<file path="src/rtl/crypto_dec_pipe.sv">
// crypto_dec_pipe: three-stage pipelined byte decryptor with a rolling key stream.
// Stages: D1 rotate right by ROT, D2 XOR with (KEY + k), D3 subtract ADD_C.
// Optional sticky input-parity checker enabled by defining CRYPTO_DEC_PARITY_EN.
module crypto_dec_pipe #(
  parameter logic [7:0]  KEY   = 8'hA5,
  parameter int unsigned ROT   = 3,
  parameter logic [7:0]  ADD_C = 8'h3C
) (
  input  logic       clk,
  input  logic       rst,
  input  logic       in_valid,
  output logic       in_ready,
  input  logic [7:0] in_data,
  input  logic       resync,
  output logic       out_valid,
  input  logic       out_ready,
  output logic [7:0] out_data,
  output logic [7:0] key_idx
`ifdef CRYPTO_DEC_PARITY_EN
  ,
  input  logic       in_parity,
  output logic       par_err
`endif
);

  logic       stall;
  logic       accept;
  logic [7:0] k_now;
  logic [15:0] rot_dbl;
  logic [7:0] x1;

  logic       s1_valid, s2_valid, s3_valid;
  logic [7:0] s1_data, s2_data, s3_data;
  logic [7:0] s1_k;

  assign stall     = s3_valid && !out_ready;
  assign in_ready  = !stall;
  assign accept    = in_valid && in_ready;
  // A resync on the accept cycle makes that byte use index 0.
  assign k_now     = resync ? '0 : key_idx;
  assign rot_dbl   = {in_data, in_data} >> ROT;
  assign x1        = rot_dbl[7:0];
  assign out_valid = s3_valid;
  assign out_data  = s3_data;

  // Pipeline registers: shift together when not stalled, hold otherwise.
  always_ff @(posedge clk or negedge rst) begin
    if (!rst) begin
      s1_valid <= 1'b0;
      s2_valid <= 1'b0;
      s3_valid <= 1'b0;
      s1_data  <= '0;
      s2_data  <= '0;
      s3_data  <= '0;
      s1_k     <= '0;
    end else if (!stall) begin
      s1_valid <= accept;
      if (accept) begin
        s1_data <= x1;
        s1_k    <= k_now;
      end
      s2_valid <= s1_valid;
      s2_data  <= s1_data ^ (KEY + s1_k);
      s3_valid <= s2_valid;
      s3_data  <= s2_data - ADD_C;
    end
  end

  // Key-stream index: resync wins regardless of stall; otherwise advance per accept.
  always_ff @(posedge clk or negedge rst) begin
    if (!rst) begin
      key_idx <= '0;
    end else if (resync) begin
      key_idx <= accept ? 8'd1 : 8'd0;
    end else if (accept) begin
      key_idx <= key_idx + 8'd1;
    end
  end

`ifdef CRYPTO_DEC_PARITY_EN
  // Sticky parity error on any accepted byte whose parity bit disagrees.
  always_ff @(posedge clk or negedge rst) begin
    if (!rst) begin
      par_err <= 1'b0;
    end else if (accept && ((^in_data) != in_parity)) begin
      par_err <= 1'b1;
    end
  end
`endif

endmodule

</file>
<file path="config.mk">
export PLATFORM = sky130hd
export DESIGN_NAME = crypto_dec_pipe
export DESIGN_NICKNAME = d
export VERILOG_FILES = /design/src/rtl/crypto_dec_pipe.sv
export SDC_FILE = /design/constraint.sdc
export NUM_CORES = 1
export LEC_CHECK = 0
export CORE_MARGIN = 10
export CORE_UTILIZATION = 52
export DETAILED_ROUTE_END_ITERATION = 6
export HOLD_SLACK_MARGIN = 0.05
export MAX_ROUTING_LAYER = met4
export PLACE_DENSITY = 0.82
export SYNTH_ARGS = -nofsm -noshare
export SYNTH_HDL_FRONTEND = slang
export SYNTH_SLANG_ARGS = --single-unit
</file>
<file path="constraint.sdc">
create_clock -name clk -period 2.05 [get_ports clk]
set_clock_uncertainty 0.1 [all_clocks]
set_input_delay 0.205 -clock clk [delete_from_list [all_inputs] [get_ports clk]]
set_output_delay 0.205 -clock clk [all_outputs]
set_load 0.01 [all_outputs]
</file>
==> impl_results.md, run 1 <==
- CP max FO: 6
- Setup TNS: 0 ns
- Endpoint type of the worst setup path: primary output
- Fill cells: 310
- Asr flop ratio synth: 1.00
- Starting DRT DRC Count: 73
- # diodes: 0
- RD Place Congestion: 0.767
- TritonRoute pass-1 iters: 4
- Library cells used by synthesis: 30
- CTS sink cnt: between 40 and 50
- Root Driver: clkbuf_8
- Longest Clk Path Bufs: 2
- Area of the die: between 6000 and 7000 µm²
- Peak VDD IR: 0.000485 V
- Clock slew at reported path FFs: roughly 0.080 ns
- Post-synth net total: around 200
- Crit path max-delay family: buffers and inverters
- RSZ-0062 raised after global routing: no
- Via count of the routed design: 1,372
- Layout area overhead: 25.5%
- Starting Density: 0.532
- FF+latch count, synth: 43
- Synth warn: 0
- Fraction of layout cells with a size suffix above 1: 0.108
- Gr ovfl total: 0
- Site Rows: 22
- Worst Path Arrival: about 1.5 ns
- Top cells by area, synth: dfrtp_1, xnor2_1, nand2_1
- Die Ht: just over 80 µm
- Worst EP required: 1.75 ns
- Nets: ~240
- Number of global-route vias before repair: about 1,300
- DP Wirelength: approximately 2.7 mm
- Number of port buffers: 30
- Final setup viols: 0
- Crit path cell chain: nor2b_1 > inv_2 > clkdlybuf4s50_1
- Post-route ant nets: 0
- Postcts setup bufs: 0
- Final hold viol count: 0
- Slowest cell on the critical path: clkdlybuf4s50_1
- Clock Latency Late Sink: roughly 0.29 ns
- Vias per cell: approximately 5
- Largest net degree at the start of global routing: 44
- Slowest stage delay, CP: between 0.5 and 0.6 ns
- First-pass GRT wire length: a little over 6 mm
- Synth top area share: 0.557
- Core area: approximately 3600 µm²
- Post-synth EDFFs: 0
- Fin crit share: 0.885
- Post-synthesis sequential area ratio: 0.557
- Initial antenna violation count: 0
- CTS tree: done
- PnR Total Power: 2.73 mW
- Total Routing Usage GR: 0.126
- Area leader, netlist: dfrtp_1
- Slew headroom: 0.645
- DRC viols: 0
- Area of the mapped netlist: ~1900 µm²
- CTS Buf Count: 5
- Outcome: completed
- Commonest cells post-synth: dfrtp_1, nand2_1, nor2_1, xnor2_1
- Hold Crit Class: reg -> reg
- Average wire per standard cell: around 13 µm
- Slew at the pin closest to its max-slew limit: approximately 0.53 ns
- Max-cap violations: 0
- WP buf/inv: 2
- Die W: approximately 80 µm
- # IOs: 31
- Fin crit period: 1.81 ns
- Avg Inst Size Synth: between 10 and 15 µm²
- Worst reg2reg setup slack: approximately 0.48 ns
- WS Path Type: reg -> out
- Cell Pwr Density: roughly 1100 nW/µm²
- Mapped Cells: 185
- Final WL: approximately 3.7 mm
- CP startpoint kind: register
- Fmax: between 500 and 600 MHz
- Post-synth top flop: dfrtp_1
- CTS H-Tree Depth: 2
- Most frequent cell after synthesis: dfrtp_1
- Max-slew violation count: 0
- Static Leak: approximately 1 nW
==> state kept, by name (all words and copies together) (netlist names) <==
signal / cells
key_idx: 8
out_data: 8
out_valid: 1
s1_data: 8
s1_k: 8
s1_valid: 1
s2_data: 8
s2_valid: 1
==> repair_timing <==
item	in CTS	in global routing
endpoints found under the setup margin	0	0
resized for setup	0	0
hold endpoints to repair	43	0
hold buffers	1	0
==> path summary, 6_finish.rpt <==
check | cells after the start | endpoint | from
max | 3 | in_ready | out_valid$_DFFE_PN0N_
min | 2 | out_data[1]$_DFFE_PN0N_ | out_data[1]$_DFFE_PN0N_
max reg2reg | 4 | s1_data[3]$_DFFE_PN0P_ | out_valid$_DFFE_PN0N_
min reg2reg | 2 | out_data[1]$_DFFE_PN0N_ | out_data[1]$_DFFE_PN0N_
max in group asynchronous | 3 | s1_k[1]$_DFFE_PN0P_ | rst
min in group asynchronous | 3 | out_data[7]$_DFFE_PN0N_ | rst
==> metal layers <==
metal	track usage	up-vias	wire, µm
met2	0.197	33	1700
met4	0.0467	0	57
met5	-	-	0
met1	0.144	640	1630
met3	0.0475	8	261
li1	-	691	-
==> cell type report <==
class / instances / area (µm²) / area share
Clock buffer: 6 / 82.6 / 0.0341
Timing Repair Buffer: 37 / 350 / 0.144
Multi-Input combinational cell: 134 / 817 / 0.337
Clock inverter: 2 / 35.0 / 0.0144
Inverter: 1 / 3.75 / 0.00155
Tap cell: 48 / 60.1 / 0.0248
Sequential cell: 43 / 1080 / 0.444
==> power by group <==
group,switching [mW],internal [mW],total [mW]
clock,0.278,0.394,0.672
combinational,0.365,0.458,0.823
sequential,0.160,1.08,1.24
==> per-stage QoR <==
step | std cells | hold WS (ns) | area [µm²] | utilization | setup WS (ns)
after floorplan | 185 | -0.191 | 1930 | - | 0.512
after global placement | 262 | 0.202 | 2300 | 0.632 | 0.261
after detailed placement | 262 | 0.208 | 2300 | 0.632 | 0.205
after CTS | 271 | 0.374 | 2420 | 0.667 | 0.200
after global routing | 271 | 0.389 | 2420 | 0.667 | 0.154
final | 271 | 0.368 | 2420 | 0.667 | 0.236
==> cells in the final DEF (no fill, tap or decap), drive strengths merged <==
cell type / count
a21o: 1
a21oi: 11
a31oi: 1
a41oi: 1
and2: 1
and3: 1
buf: 7
bufinv: 1
clkbuf: 6
clkdlybuf4s50: 29
clkinv: 1
dfrtp: 43
dlygate4sd3: 1
ha: 3
inv: 1
mux2: 9
nand2: 31
nand2b: 7
nand3: 7
nand4: 3
nor2: 16
nor2b: 2
o21a: 1
o21ai: 13
o21bai: 1
or2b: 1
or4: 3
xnor2: 15
xor2: 6
==> logic make-up after synthesis <==
| logic type | synth area share |
|---|---|
| AO/OA/AOI/OAI | 0.0816 |
| XOR/XNOR | 0.0952 |
| adder cells (fa/ha/maj) | 0.0194 |
| buffers and inverters | 0.0201 |
| flip-flops | 0.557 |
| multiplexers | 0.0525 |
| AND/OR/NAND/NOR | 0.174 |
==> worst min-delay path: cells and delay by family (launching register included) <==
kind,cells,cell delay (ns)
and+or+nand+nor,2,0.09
DFF,1,0.35
(Power assumes the default switching activity.)
==> inputs of run 2 (changes only) <==
- CORE_ASPECT_RATIO: not set -> 0.5
==> run 2 against run 1 <==
Net effect:
- final area shrank 0.16%
- first-iteration DRC count shrank 30%
- sequential share of layout area grew 0.069 points
- cell count grew 0.74%
- die area grew 2.3%
- clock power is essentially flat
- combinational power is essentially flat
- critical path depth is the same
- wire length grew 3.5%
- core utilization grew 2.2 points
- critical endpoint unchanged
==> impl_results.md, run 2 (synthesis gave the netlist of run 1 again) <==
- Outcome: completed
- Commonest non-fill, non-tap cell in the layout: dfrtp_1
- # IOs: 31
- CTS H-Tree Depth: 2
- Slew at the pin closest to its max-slew limit: 0.582 ns
- Slew headroom: 0.612
- Slowest stage delay, CP: approximately 0.60 ns
- Sw Pwr: 0.816 mW
- CTS sink cnt: 43
- Cell Pwr Density: 1130 nW/µm²
- CTS Buf Count: 5
- Crit path max-delay family: buffers and inverters
- # diodes: 0
- Starting DRT DRC Count: 51
- Setup TNS: 0 ns
- Site Rows: 15
- WS Path Type: reg -> out
- Fmax: about 530 MHz
- Largest net degree at the start of global routing: 28
- Average wire per standard cell: between 10 and 15 µm
- Postcts setup bufs: 0
- Total Routing Usage GR: 0.123
- Worst Path Arrival: around 1.6 ns
- Number of global-route vias before repair: approximately 1,400
- Gr ovfl total: 0
- RSZ-0062 raised after global routing: no
- Clock Latency Late Sink: a little under 0.3 ns
- Most frequent cells in the layout: dfrtp_1, nand2_1, clkdlybuf4s50_1
- Max-slew violation count: 0
- Vias per cell: approximately 5.0
- Final setup viols: 0
- Fin crit share: 0.924
- Longest Clk Path Bufs: 2
- Layout area overhead: 25.3%
- Net Sw Frac: 0.298
- Initial antenna violation count: 0
- PnR Total Power: approximately 2.7 mW
- Clock power frac: 0.245
- CP startpoint kind: register
- Peak VDD IR: ~0.00042 V
- Static Leak: just over 1 nW
- Fin crit period: ~1.9 ns
- Fraction of layout cells with a size suffix above 1: 0.104
- Clock slew at reported path FFs: approximately 0.080 ns
- Root Driver: clkbuf_8
- Worst hold slack: ~0.33 ns
- Via count of the routed design: between 1,000 and 1,500
- Core area: 3510 µm²
- Worst EP required: ~1.8 ns
- CTS tree: done
- DRC viols: 0
- WP buf/inv: 2
- RD Place Congestion: between 0.7 and 0.8
- Internal power: between 1.5 and 2 mW
- TritonRoute pass-1 iters: 4
- First-pass GRT wire length: ~6.5 mm
- Starting Density: 0.550
- Final WL: 3.78 mm
- DP Wirelength: 2.81 mm
- Die W: 106 µm
- Area of the die: approximately 6700 µm²
- Crit path cell chain: nor2b_1 > inv_2 > clkdlybuf4s50_1
- Slowest cell on the critical path: clkdlybuf4s50_1
- Max-cap violations: 0
- Final hold viol count: 0
- Reg power frac: 0.454
- Hold Crit Class: in -> async
- Post-route ant nets: 0
- Number of port buffers: 30
- Nets: between 200 and 250
- Die Ht: roughly 63 µm
- CP max FO: 10
- Comb power frac: 0.301
- Endpoint type of the worst setup path: primary output
-- run 2: changes by cell type in the layout (fill, tap and decap cells not counted) --
cell,before,now
buf_4,6,5
-- run 2: per-stage QoR --
step	worst slack, ns	instances	area, µm²	utilization
after CTS	0.148	273	2420	0.690
after floorplan	0.512	185	1930	-
after global routing	0.0856	273	2420	0.690
after detailed placement	0.209	264	2290	0.653
final	0.156	273	2420	0.690
after global placement	0.226	264	2290	0.653
-- run 2: cell type report --
| class | count | area [µm²] |
|---|---|---|
| Fill cell | 273 | 1090 |
| Sequential cell | 43 | 1080 |
| Multi-Input combinational cell | 134 | 817 |
| Timing Repair Buffer | 36 | 343 |
| Clock buffer | 6 | 82.6 |
| Tap cell | 51 | 63.8 |
| Clock inverter | 2 | 35.0 |
| Inverter | 1 | 3.75 |
-- run 2: power groups by stage --
stage	Sequential, mW	Clock (mW)	Combinational, mW
after floorplan	1.28	0	0.446
after global placement	1.25	0	0.807
after detailed placement	1.26	0	0.835
after CTS	1.25	0.685	0.842
after global routing	1.28	0.728	0.920
final	1.24	0.671	0.826
-- run 2: routing by layer --
| layer | global-route usage | share of wire | vias to the layer above |
|---|---|---|---|
| met3 | 0.0487 | 0.053 | 4 |
| met2 | 0.192 | 0.48 | 20 |
| met5 | - | 0 | - |
| li1 | - | - | 690 |
| met4 | 0.0352 | 0.012 | 0 |
| met1 | 0.144 | 0.46 | 639 |
-- run 2: path summary, 6_finish.rpt --
| check | end | slack, ns | startpoint | cells after the start |
|---|---|---|---|---|
| max | in_ready | 0.16 | out_valid$_DFFE_PN0N_ | 3 |
| min | s1_k[6]$_DFFE_PN0P_ | 0.33 | rst | 2 |
| max reg2reg | key_idx[7]$_DFFE_PN0P_ | 0.42 | out_valid$_DFFE_PN0N_ | 5 |
| min reg2reg | s2_valid$_DFFE_PN0N_ | 0.36 | s2_valid$_DFFE_PN0N_ | 2 |
| max in group asynchronous | key_idx[2]$_DFFE_PN0P_ | 0.96 | rst | 3 |
| min in group clk | s2_valid$_DFFE_PN0N_ | 0.36 | s2_valid$_DFFE_PN0N_ | 2 |
-- run 2: worst register-to-register path: cells and delay by family, from the launching register on --
kind	cells	cell delay, ns
AO/OA/AOI/OAI	1	0.09
AND/OR/NAND/NOR	3	0.81
flip-flops	1	0.38
buffers and inverters	1	0.17
-- run 2: repair_timing --
item	4_1_cts	5_1_grt
gates resized for setup	0	0
hold buffers	1	0
hold endpoints to repair	25	0
